`src/rtl/boson_capture_ctrl.sv`:
```
// Boson CMOS video port frame capture sequencer.
// Arms on capture_req, aligns to a clean VSYNC rising edge, then turns the
// VALID-qualified pixel stream into addressed frame-buffer writes.
//
// Ports:
//   clk, reset_n      pixel clock, async active-low reset
//   cmos_vsync        high during the active frame region
//   cmos_hsync        line sync (observed only; line ends come from VALID)
//   cmos_valid        pixel qualifier
//   cmos_dq           pixel data
//   capture_req       one-cycle arm pulse, honoured only in IDLE
//   continuous        re-arm for the next frame when sampled in DONE
//   abort             level, forces IDLE
//   wr_en/addr/data   frame-buffer write port, one write per clock max
//   busy              state != IDLE
//   frame_done        one-cycle pulse per completed frame
//   line_err          sticky: a line had a pixel count != H_ACTIVE
//   frame_err         sticky: VSYNC fell before V_ACTIVE lines
//   line_count        lines captured in the last/current frame

`timescale 1ns/1ps

module boson_capture_ctrl #(
    parameter int H_ACTIVE = 320,
    parameter int V_ACTIVE = 256,
    parameter int ADDR_W   = 17
) (
    input  logic              clk,
    input  logic              reset_n,
    input  logic              cmos_vsync,
    input  logic              cmos_hsync,
    input  logic              cmos_valid,
    input  logic [15:0]       cmos_dq,
    input  logic              capture_req,
    input  logic              continuous,
    input  logic              abort,
    output logic              wr_en,
    output logic [ADDR_W-1:0] wr_addr,
    output logic [15:0]       wr_data,
    output logic              busy,
    output logic              frame_done,
    output logic              line_err,
    output logic              frame_err,
    output logic [15:0]       line_count
);

    localparam int PIX_W = $clog2(H_ACTIVE + 1);

    localparam logic [PIX_W-1:0]  H_PIX  = PIX_W'(H_ACTIVE);
    localparam logic [ADDR_W-1:0] H_ADDR = ADDR_W'(H_ACTIVE);
    localparam logic [15:0]       V_LINE = 16'(V_ACTIVE);

    typedef enum logic [2:0] {
        IDLE,
        WAIT_VS_LOW,
        WAIT_VS_HIGH,
        CAPTURE,
        DONE
    } state_t;

    state_t state;

    // Input register stage and the previous registered value for edges.
    logic        vs_q;
    logic        vs_prev;
    logic        val_q;
    logic        val_prev;
    logic [15:0] dq_q;

    logic [PIX_W-1:0]  pix;
    logic [15:0]       line;
    logic [ADDR_W-1:0] line_base;

    logic        vs_rise;
    logic        vs_fall;
    logic        val_fall;
    logic [15:0] line_nxt;

    // HSYNC is only brought in so it can be probed; line boundaries are
    // taken from the falling edge of VALID, which is what Boson guarantees.
    logic hsync_unused;
    assign hsync_unused = cmos_hsync;

    assign vs_rise  = vs_q & ~vs_prev;
    assign vs_fall  = ~vs_q & vs_prev;
    assign val_fall = ~val_q & val_prev;
    assign line_nxt = line + 16'd1;

    always_ff @(posedge clk or negedge reset_n) begin
        if (!reset_n) begin
            state      <= IDLE;
            vs_q       <= 1'b0;
            vs_prev    <= 1'b0;
            val_q      <= 1'b0;
            val_prev   <= 1'b0;
            dq_q       <= '0;
            pix        <= '0;
            line       <= '0;
            line_base  <= '0;
            wr_en      <= 1'b0;
            wr_addr    <= '0;
            wr_data    <= '0;
            busy       <= 1'b0;
            frame_done <= 1'b0;
            line_err   <= 1'b0;
            frame_err  <= 1'b0;
            line_count <= '0;
        end else begin
            vs_q     <= cmos_vsync;
            vs_prev  <= vs_q;
            val_q    <= cmos_valid;
            val_prev <= val_q;
            dq_q     <= cmos_dq;

            wr_en      <= 1'b0;
            frame_done <= 1'b0;

            // abort outranks everything, including a same-cycle request
            if (abort) begin
                state <= IDLE;
                busy  <= 1'b0;
            end else begin
                unique case (state)
                    IDLE: begin
                        if (capture_req) begin
                            line_err   <= 1'b0;
                            frame_err  <= 1'b0;
                            line_count <= '0;
                            pix        <= '0;
                            line       <= '0;
                            line_base  <= '0;
                            busy       <= 1'b1;
                            state      <= WAIT_VS_LOW;
                        end
                    end

                    // Never start mid-frame: see VSYNC low first.
                    WAIT_VS_LOW: begin
                        if (!vs_q) begin
                            state <= WAIT_VS_HIGH;
                        end
                    end

                    WAIT_VS_HIGH: begin
                        if (vs_rise) begin
                            pix       <= '0;
                            line      <= '0;
                            line_base <= '0;
                            state     <= CAPTURE;
                        end
                    end

                    CAPTURE: begin
                        if (val_q) begin
                            if (pix < H_PIX) begin
                                wr_en   <= 1'b1;
                                wr_addr <= line_base + ADDR_W'(pix);
                                wr_data <= dq_q;
                                pix     <= pix + PIX_W'(1);
                            end else begin
                                // overlong line: drop, pix stays saturated
                                line_err <= 1'b1;
                            end
                        end

                        if (val_fall) begin
                            if (pix != H_PIX) begin
                                line_err <= 1'b1;
                            end
                            pix        <= '0;
                            line       <= line_nxt;
                            line_count <= line_nxt;
                            // every line starts at its own base, even
                            // after a short one
                            line_base  <= line_base + H_ADDR;
                        end

                        // completion wins over a coincident VSYNC fall
                        if (val_fall && line_nxt == V_LINE) begin
                            state <= DONE;
                        end else if (vs_fall) begin
                            frame_err <= 1'b1;
                            state     <= DONE;
                        end
                    end

                    DONE: begin
                        frame_done <= 1'b1;
                        if (continuous) begin
                            pix       <= '0;
                            line      <= '0;
                            line_base <= '0;
                            state     <= WAIT_VS_LOW;
                        end else begin
                            busy  <= 1'b0;
                            state <= IDLE;
                        end
                    end

                    default: begin
                        busy  <= 1'b0;
                        state <= IDLE;
                    end
                endcase
            end
        end
    end

endmodule

```
`config.mk`:
```
export PLATFORM = sky130hd
export DESIGN_NAME = boson_capture_ctrl
export DESIGN_NICKNAME = d
export VERILOG_FILES = /design/src/rtl/boson_capture_ctrl.sv
export SDC_FILE = /design/constraint.sdc
export NUM_CORES = 1
export LEC_CHECK = 0
export BUFFER_PORTS_ARGS = -buffer_cell sky130_fd_sc_hd__buf_2
export CORE_MARGIN = 4
export CORE_UTILIZATION = 51
export CTS_CLUSTER_DIAMETER = 60
export CTS_CLUSTER_SIZE = 25
export DETAILED_ROUTE_END_ITERATION = 6
export PLACE_DENSITY = 0.84
export SLEW_MARGIN = 10
export SYNTH_ARGS = -nofsm -noshare
export SYNTH_HDL_FRONTEND = slang
export SYNTH_SLANG_ARGS = --single-unit
```
`constraint.sdc`:
```
create_clock -name clk -period 2.2 [get_ports clk]
set_clock_uncertainty 0.1 [all_clocks]
set_input_delay 0.11 -clock clk [delete_from_list [all_inputs] [get_ports clk]]
set_output_delay 0.11 -clock clk [all_outputs]
set_load 0.01 [all_outputs]
```
==> reports/results.txt, run 1 <==
Run status: complete, no violations
Area of the multi-input gates: 0.002220 mm2
Routed vias/inst: 5.430
Synth warn: 0
Nature of the critical path startpoint: flip-flop
Hold slack: 0.06037 ns
R2r setup slk: 0.09 ns
Crit path cell chain: ha_1 > a21o_1 > a21o_1 > a41oi_2 > nor2_1 > xnor2_1 > o21ai_0
Most common cell after layout, fill and taps aside: dfrtp_1
Post-synthesis adder-cell area fraction: 0.01945
Peak VDD IR: 495.3 uV
Main combinational cell family by area after synthesis: simple AND/OR/NAND/NOR gates
Cell mode on critical path: a21o_1
Fillers: 732
Initial antenna violation count: 0
Endpoint type of the worst setup path: flip-flop
Placeable Area: 0.009819 mm2
Proportion of synthesized area in mux cells: 0.003889
Worst-path clk slew: 0.06 ns
CP top delay family: compound AO/OA/AOI/OAI gates
Final hold vios: 0
Vias: 4360
Crit-path max cell delay: 0.44 ns
Syn Area/Cell: 9.603 um2
Simple-Gate Fraction of Synth Area: 0.2129
Post-route DRC: 0
Ratio of cells with drive above 1 in the final layout: 0.2433
Gpl congestion: 0.8826
Total Routing Usage GR: 0.2248
Ant. Diodes: 0
# Max-Cap Violations: 0
Final Core Density: 0.6821
Netlist cell types: 51
CTS Sinks: 113
Worst-Skew Late Latency: 0.52 ns
Crit path max fanout: 5
HP Class: input pin to asynchronous set/reset pin
Initial core utilization: 0.5242
Rows: 36
Antenna Nets Post-Route: 0
Detailed placement HPWL: 8051 um
Inserted Clock Buffers: 17
Vias in the first global route: 4347
CP bufs+invs: 0
Fmax: 474.8 MHz
Post-synthesis compound-gate area fraction: 0.1215
Post-synth EDFFs: 0
Cell count after synthesis: 536
Drt wl/cell: 15.48 um
Power density over cell area: 822.1 mW/mm2
Die Ht: 108.5 um
Endpoints failing setup: 0
Async set or reset register ratio after synthesis: 1.000
Reported leakage power: 3.147 nW
H-tree depth: 4
Sequential area share after synthesis: 0.5493
Register area: 0.002835 mm2
Longest Clk Path Bufs: 2
Synth Flop Type: dfrtp_1
Pin count of the biggest net entering global routing: 48
Period utilization: 0.9574
Syn Nets: 568
First-pass GRT wire length: 20560 um
Net count, final: 689
Critical path required time: 2.54 ns
Drt initial violations: 372
Final WL: 12430 um
Die Span X: 108.5 um
DR pass1 iterations: 5
Root buffer cell: clkbuf_8
Fin crit period: 2.106 ns
CP Class: flip-flop to flip-flop
Die area: 0.01176 mm2
Area of the mapped netlist: 0.005147 mm2
Post-synthesis xor/xnor area fraction: 0.06271
Port bufs: 76
Worst Tran Pin Value: 1.006 ns
CTS tree: built
Crit path DAT: 2.44 ns
FF+latch count, synth: 113
Syn-to-layout area delta: 30.12%
Gr ovfl total: 0
# IOs: 78
Commonest non-fill, non-tap cells in the layout: dfrtp_1 (107), nand2_1 (105), buf_2 (75)
Max-slew violation count: 0
Max transition margin: 0.3271
Worst path slowest cell: dfrtp_1
worst register-to-register path, delay by kind of cell, from the launching register on:
| family | cells | cell delay [ns] |
|---|---|---|
| AOI/OAI and AO/OA | 4 | 0.86 |
| xor gates and xnor gates | 1 | 0.13 |
| adders and majority gates | 1 | 0.40 |
| DFF | 1 | 0.44 |
| and+or+nand+nor | 1 | 0.11 |
worst paths after layout:
kind                               startpoint                       to  cells past startpoint
setup / recovery           pix[7]$_DFFE_PN0P_  wr_addr[16]$_DFFE_PN0P_                      7
hold / removal                        reset_n        vs_prev$_DFF_PN0_                      3
setup reg to reg           pix[7]$_DFFE_PN0P_  wr_addr[16]$_DFFE_PN0P_                      7
hold reg to reg               val_q$_DFF_PN0_       val_prev$_DFF_PN0_                      0
max in group asynchronous             reset_n     line[10]$_DFFE_PN0P_                      3
min in group clk                  capture_req     line_err$_DFFE_PN0P_                      5
cell usage after synthesis, types with 2 or more instances:
cell type	count	area, um2
a21o_1	3	22.52
a21oi_1	12	60.06
a22o_1	3	26.28
a31o_1	2	17.52
a31oi_1	2	12.51
a32o_1	2	20.02
and3_1	5	31.28
buf_2	7	35.03
clkbuf_1	19	71.32
dfrtp_1	113	2828
ha_1	8	100.1
inv_1	10	37.54
mux2i_1	2	20.02
nand2_1	105	394.1
nand2b_1	10	62.56
nand3_1	30	150.1
nand3_2	2	20.02
nand3b_1	2	15.01
nand4_1	3	18.77
nor2_1	40	150.1
nor2b_1	6	37.54
nor3_1	12	60.06
nor3_2	2	20.02
nor3b_1	2	15.01
nor4_1	2	12.51
o21ai_0	59	295.3
o21ai_1	7	35.03
o31ai_1	7	52.55
or3_1	3	18.77
or4_1	2	15.01
xnor2_1	31	271.5
xor2_1	4	35.03
flip-flops by register name (all words and copies together), names as in the netlist:
name        cells
dq_q           16
line           16
pix             9
state           3
val_prev        1
wr_en           1
vs_q            1
line_base      11
frame_err       1
frame_done      1
line_err        1
val_q           1
busy            1
wr_data        16
vs_prev         1
wr_addr        17
line_count     16
cell type report:
| type | instances | area share |
|---|---|---|
| multi-input combinational | 385 | 0.3314 |
| inverter | 11 | 0.006165 |
| tap | 133 | 0.02485 |
| clock inverter | 13 | 0.01887 |
| sequential | 113 | 0.4233 |
| timing repair buffer | 129 | 0.1295 |
| clock buffer | 19 | 0.06594 |
cells by family (layout without fill, tap and decap cells):
kind of cell	Yosys count	count (layout)
DFF	113	113
muxes	2	2
buffers and inverters	38	172
adders and majority gates	8	8
AOI/OAI and AO/OA	106	106
other	1	1
and+or+nand+nor	232	232
xor gates and xnor gates	36	36
repair_timing:
item | in CTS | in global routing
hold buffers | 23 | 0
setup buffers | 0 | 3
hold endpoints to repair | 138 | 0
resized for setup | 0 | 18
setup endpoints to repair | 0 | 30
power by group:
| group | leakage, nW | internal, mW | total [mW] | switching [mW] |
|---|---|---|---|---|
| Clock | 0.268 | 1.57 | 2.59 | 1.02 |
| Sequential | 1.51 | 2.22 | 2.32 | 0.104 |
| Combinational | 1.37 | 0.238 | 0.588 | 0.350 |
| Total | 3.15 | 4.03 | 5.51 | 1.48 |
metal layers:
| layer | wire length, um | up-vias | share of wire | GRT usage |
|---|---|---|---|---|
| li1 | - | 2060 | - | - |
| met3 | 742 | 30 | 0.060 | 0.06746 |
| met1 | 5214 | 2130 | 0.42 | 0.2794 |
| met2 | 6163 | 140 | 0.50 | 0.3658 |
| met5 | 0 | - | 0 | 0 |
| met4 | 308 | 0 | 0.025 | 0.09378 |
stage by stage:
step / setup WS [ns] / total power, mW / area (um2) / instances / setup TNS [ns]
global placement: 0.09155 / 2.854 / 5814 / 745 / 0
global route: -0.02472 / 5.731 / 6698 / 803 / -0.03288
detailed placement: 0.04376 / 2.889 / 5814 / 745 / 0
floorplan: 0.1344 / 2.621 / 5147 / 536 / 0
CTS: 0.02017 / 5.518 / 6613 / 800 / 0
finish: 0.09379 / 5.506 / 6698 / 803 / 0
Power figures use the tool's default switching activity.
==> run 2, diff against run 1 <==
--- a/config.mk
+++ b/config.mk
@@ -5,13 +5,15 @@
 export SDC_FILE = /design/constraint.sdc
 export NUM_CORES = 1
 export LEC_CHECK = 0
+export ABC_AREA = 1
+export ABC_CLOCK_PERIOD_IN_PS = 2200
 export BUFFER_PORTS_ARGS = -buffer_cell sky130_fd_sc_hd__buf_2
 export CORE_MARGIN = 4
 export CORE_UTILIZATION = 51
 export CTS_CLUSTER_DIAMETER = 60
 export CTS_CLUSTER_SIZE = 25
 export DETAILED_ROUTE_END_ITERATION = 6
-export PLACE_DENSITY = 0.84
+export PLACE_DENSITY = 0.83
 export SLEW_MARGIN = 10
 export SYNTH_ARGS = -nofsm -noshare
 export SYNTH_HDL_FRONTEND = slang
==> run 2 against run 1 <==
Against the previous run:
- synthesized cell count increased by 12%
- total power increased by 22%
- sequential share of layout area increased by 0.85 points
- core utilization decreased by 1.8 points
- final cell count increased by 6.2%
- clock-buffer cell count decreased by 1
- register-to-register slack improved by 0.02 ns
- worst hold slack got worse by 0.019 ns
==> reports/results.txt, run 2 <==
Run status: complete, no violations (unchanged)
Endpoint type of the worst setup path: flip-flop (unchanged)
Gr ovfl total: 0 (unchanged)
Power density over cell area: 1024 mW/mm2 (was 822.1 mW/mm2)
Most common cell after layout, fill and taps aside: nand2_1 (was dfrtp_1)
GR peak layer: met2 (unchanged)
Worst-path clk slew: 0.06 ns (about the same)
# Max-Cap Violations: 0 (unchanged)
Max-slew violation count: 0 (unchanged)
Final Core Density: 0.6641 (was 0.6821)
Initial core utilization: 0.5282 (was 0.5242)
Syn Area/Cell: 8.712 um2 (was 9.603 um2)
Placed Instances: 799 (was 745)
Area after DPL: 0.005722 mm2 (was 0.005814 mm2)
Netlist cell types: 39 (was 51)
Async set or reset register ratio after synthesis: 1.000 (unchanged)
Met2 usage: 0.3728 (was 0.3658)
Drt initial violations: 210 (was 372)
Die area: 0.01190 mm2 (was 0.01176 mm2)
Cell count after synthesis: 598 (was 536)
Post-route DRC: 0 (unchanged)
Synth Flop Type: dfrtp_1 (unchanged)
Worst Tran Pin Value: 0.5772 ns (was 1.006 ns)
Worst-Skew Late Latency: 0.52 ns (about the same)
Post-synth top area share: 0.5427 (was 0.5493)
Post-synth top cells: nand2_1 (178), dfrtp_1 (113), inv_1 (58), nand3_1 (47), nor2_1 (41) (was dfrtp_1 (113), nand2_1 (105), o21ai_0 (59), nor2_1 (40), xnor2_1 (31))
Syn Nets: 630 (was 568)
Die Ht: 109.1 um (was 108.5 um)
Final WL: 11830 um (was 12430 um)
Net count, final: 739 (was 689)
Yosys top cell by area: dfrtp_1 (unchanged)
CTS Sinks: 113 (unchanged)
CP top delay family: compound AO/OA/AOI/OAI gates (unchanged)
Period utilization: 0.9504 (was 0.9574)
Vias: 4391 (was 4360)
Hold slack: 0.04093 ns (was 0.06037 ns)
# IOs: 78 (unchanged)
R2r setup slk: 0.11 ns (was 0.09 ns)
CTS tree: built (unchanged)
Pin count of the biggest net entering global routing: 51 (was 48)
Root buffer cell: clkbuf_8 (unchanged)
Endpoints failing setup: 0 (unchanged)
DR pass1 iterations: 4 (was 5)
Crit path cell chain: ha_1 > a21oi_2 > o21bai_1 > and2_1 > a21oi_4 > inv_1 > nand2_1 > xor2_1 > o21ai_0 (was ha_1 > a21o_1 > a21o_1 > a41oi_2 > nor2_1 > xnor2_1 > o21ai_0)
Drt wl/cell: 13.86 um (was 15.48 um)
Crit path max fanout: 5 (unchanged)
Total Routing Usage GR: 0.2178 (was 0.2248)
Commonest non-fill, non-tap cells in the layout: nand2_1 (178), dfrtp_1 (112), buf_2 (75) (was dfrtp_1 (107), nand2_1 (105), buf_2 (75))
Reg2Reg Depth: 9 (was 7)
Count leader, synth: nand2_1 (was dfrtp_1)
Worst path slowest cell: dfrtp_1 (unchanged)
CP Class: flip-flop to flip-flop (unchanged)
Ant. Diodes: 0 (unchanged)
Max reg flops: 17 (unchanged)
Post-synth EDFFs: 0 (unchanged)
Fillers: 768 (was 732)
Vias in the first global route: 4420 (was 4347)
HP Class: input pin to asynchronous set/reset pin (unchanged)
Placeable Area: 0.009864 mm2 (was 0.009819 mm2)
Crit path DAT: 2.38 ns (was 2.44 ns)
Longest Clk Path Bufs: 2 (unchanged)
Largest Register: wr_addr (unchanged)
Inserted Clock Buffers: 17 (unchanged)
Final hold vios: 0 (unchanged)
Synth warn: 0 (unchanged)
Port bufs: 76 (unchanged)
Post-CTS setup buffer count: 0 (unchanged)
Syn-to-layout area delta: 25.74% (was 30.12%)
Final setup margin: 0.1091 ns (was 0.09379 ns)
Antenna Nets Post-Route: 0 (unchanged)
Crit-path max cell delay: 0.42 ns (was 0.44 ns)
Fmax: 478.3 MHz (was 474.8 MHz)
FF+latch count, synth: 113 (unchanged)
Routed vias/inst: 5.148 (was 5.430)
Fin crit period: 2.091 ns (was 2.106 ns)
Post-route cell area: 0.006551 mm2 (was 0.006698 mm2)
Initial antenna violation count: 0 (unchanged)
Area of the mapped netlist: 0.005210 mm2 (was 0.005147 mm2)
Total power: 6.709 mW (was 5.506 mW)
Unrepaired setup endpoints after global routing: false
Area contributors post-synth: dfrtp_1 (54%), nand2_1 (13%), nand3_1 (4.5%) (was dfrtp_1 (55%), nand2_1 (7.7%), o21ai_0 (5.7%))
Detailed placement HPWL: 7942 um (was 8051 um)
Nature of the critical path startpoint: flip-flop (unchanged)
Crit. path cell count: 9 (was 7)
Max transition margin: 0.6152 (was 0.3271)
H-tree depth: 4 (unchanged)
Setup TNS: 0 ns (unchanged)
Pre-CTS setup slack: 0.08363 ns (was 0.04376 ns)
Gpl congestion: 0.8908 (was 0.8826)
Reported leakage power: 3.324 nW (was 3.147 nW)
First-pass GRT wire length: 20200 um (was 20560 um)
Critical path required time: 2.48 ns (was 2.54 ns)
Rows: 36 (unchanged)
GRT met3 Usage: 0.06454 (was 0.06746)
Die Span X: 109.1 um (was 108.5 um)
Grt met1 use: 0.2643 (was 0.2794)
Peak VDD IR: 598.8 uV (was 495.3 uV)
Post-Layout Cell Count: 853 (was 803)
Sequential area share after synthesis: 0.5427 (was 0.5493)
Ratio of cells with drive above 1 in the final layout: 0.2042 (was 0.2433)
CP bufs+invs: 1 (was 0)
## run 2: changes by cell type after synthesis, moves of 10 or more
cell / delta
nand2_1: +73
inv_1: +48
xnor2_1: -29
o21ai_0: -26
clkbuf_1: -19
nand3_1: +17
nand2b_1: -10
## run 2: report_power, final
part | total (mW) | internal [mW] | switching [mW] | leakage, nW
combinational | 1.45 | 0.513 | 0.940 | 1.54
clock | 2.67 | 1.72 | 0.954 | 0.277
sequential | 2.59 | 2.37 | 0.212 | 1.50
## run 2: logic make-up (layout without fill, tap and decap cells)
| group | Yosys count | in the layout | share of synthesized area |
|---|---|---|---|
| flip-flops | 113 | 113 | 0.5427 |
| adder cells (fa/ha/maj) | 8 | 8 | 0.01921 |
| other | 1 | 1 | 0.0007198 |
| AO/OA/AOI/OAI | 80 | 80 | 0.08598 |
| buffers and inverters | 78 | 200 | 0.06844 |
| AND/OR/NAND/NOR | 303 | 303 | 0.2577 |
| XOR/XNOR | 15 | 15 | 0.02522 |
## run 2: area by class of cell
cell class / instances / area [um2] / area share
Sequential cell: 113 / 2829 / 0.4318
Multi-Input combinational cell: 407 / 2042 / 0.3117
Tap cell: 133 / 166.4 / 0.02540
Clock inverter: 14 / 166.4 / 0.02540
Timing Repair Buffer: 105 / 680.7 / 0.1039
Clock buffer: 18 / 417.9 / 0.06379
Inverter: 63 / 249.0 / 0.03801
## run 2: worst paths after layout
path / from / to
setup / recovery: line_base[7]$_DFFE_PN0P_ / wr_addr[14]$_DFFE_PN0P_
setup reg to reg: line_base[7]$_DFFE_PN0P_ / wr_addr[14]$_DFFE_PN0P_
hold / removal: reset_n / wr_data[14]$_DFFE_PN0P_
min in group clk: cmos_vsync / vs_q$_DFF_PN0_
hold reg to reg: val_q$_DFF_PN0_ / val_prev$_DFF_PN0_
max in group asynchronous: reset_n / line[0]$_DFFE_PN0P_
## run 2: timing repair
action	CTS	global route
endpoints found under the setup margin	0	71
gates resized for setup	0	9
hold buffers	22	0
endpoints found under the hold margin	116	0
## run 2: metal layers
| layer | up-vias | wire length, um |
|---|---|---|
| li1 | 2139 | - |
| met5 | - | 0 |
| met2 | 119 | 5955 |
| met3 | 17 | 683 |
| met4 | 0 | 148 |
| met1 | 2116 | 5036 |
## run 2: worst register-to-register path, cell delays in order (launching register included)
cell      delay (ns)
dfrtp_1         0.42
ha_1            0.35
a21oi_2         0.17
o21bai_1        0.14
and2_1          0.21
a21oi_4         0.18
inv_1           0.08
nand2_1         0.07
xor2_1          0.15
o21ai_0         0.09
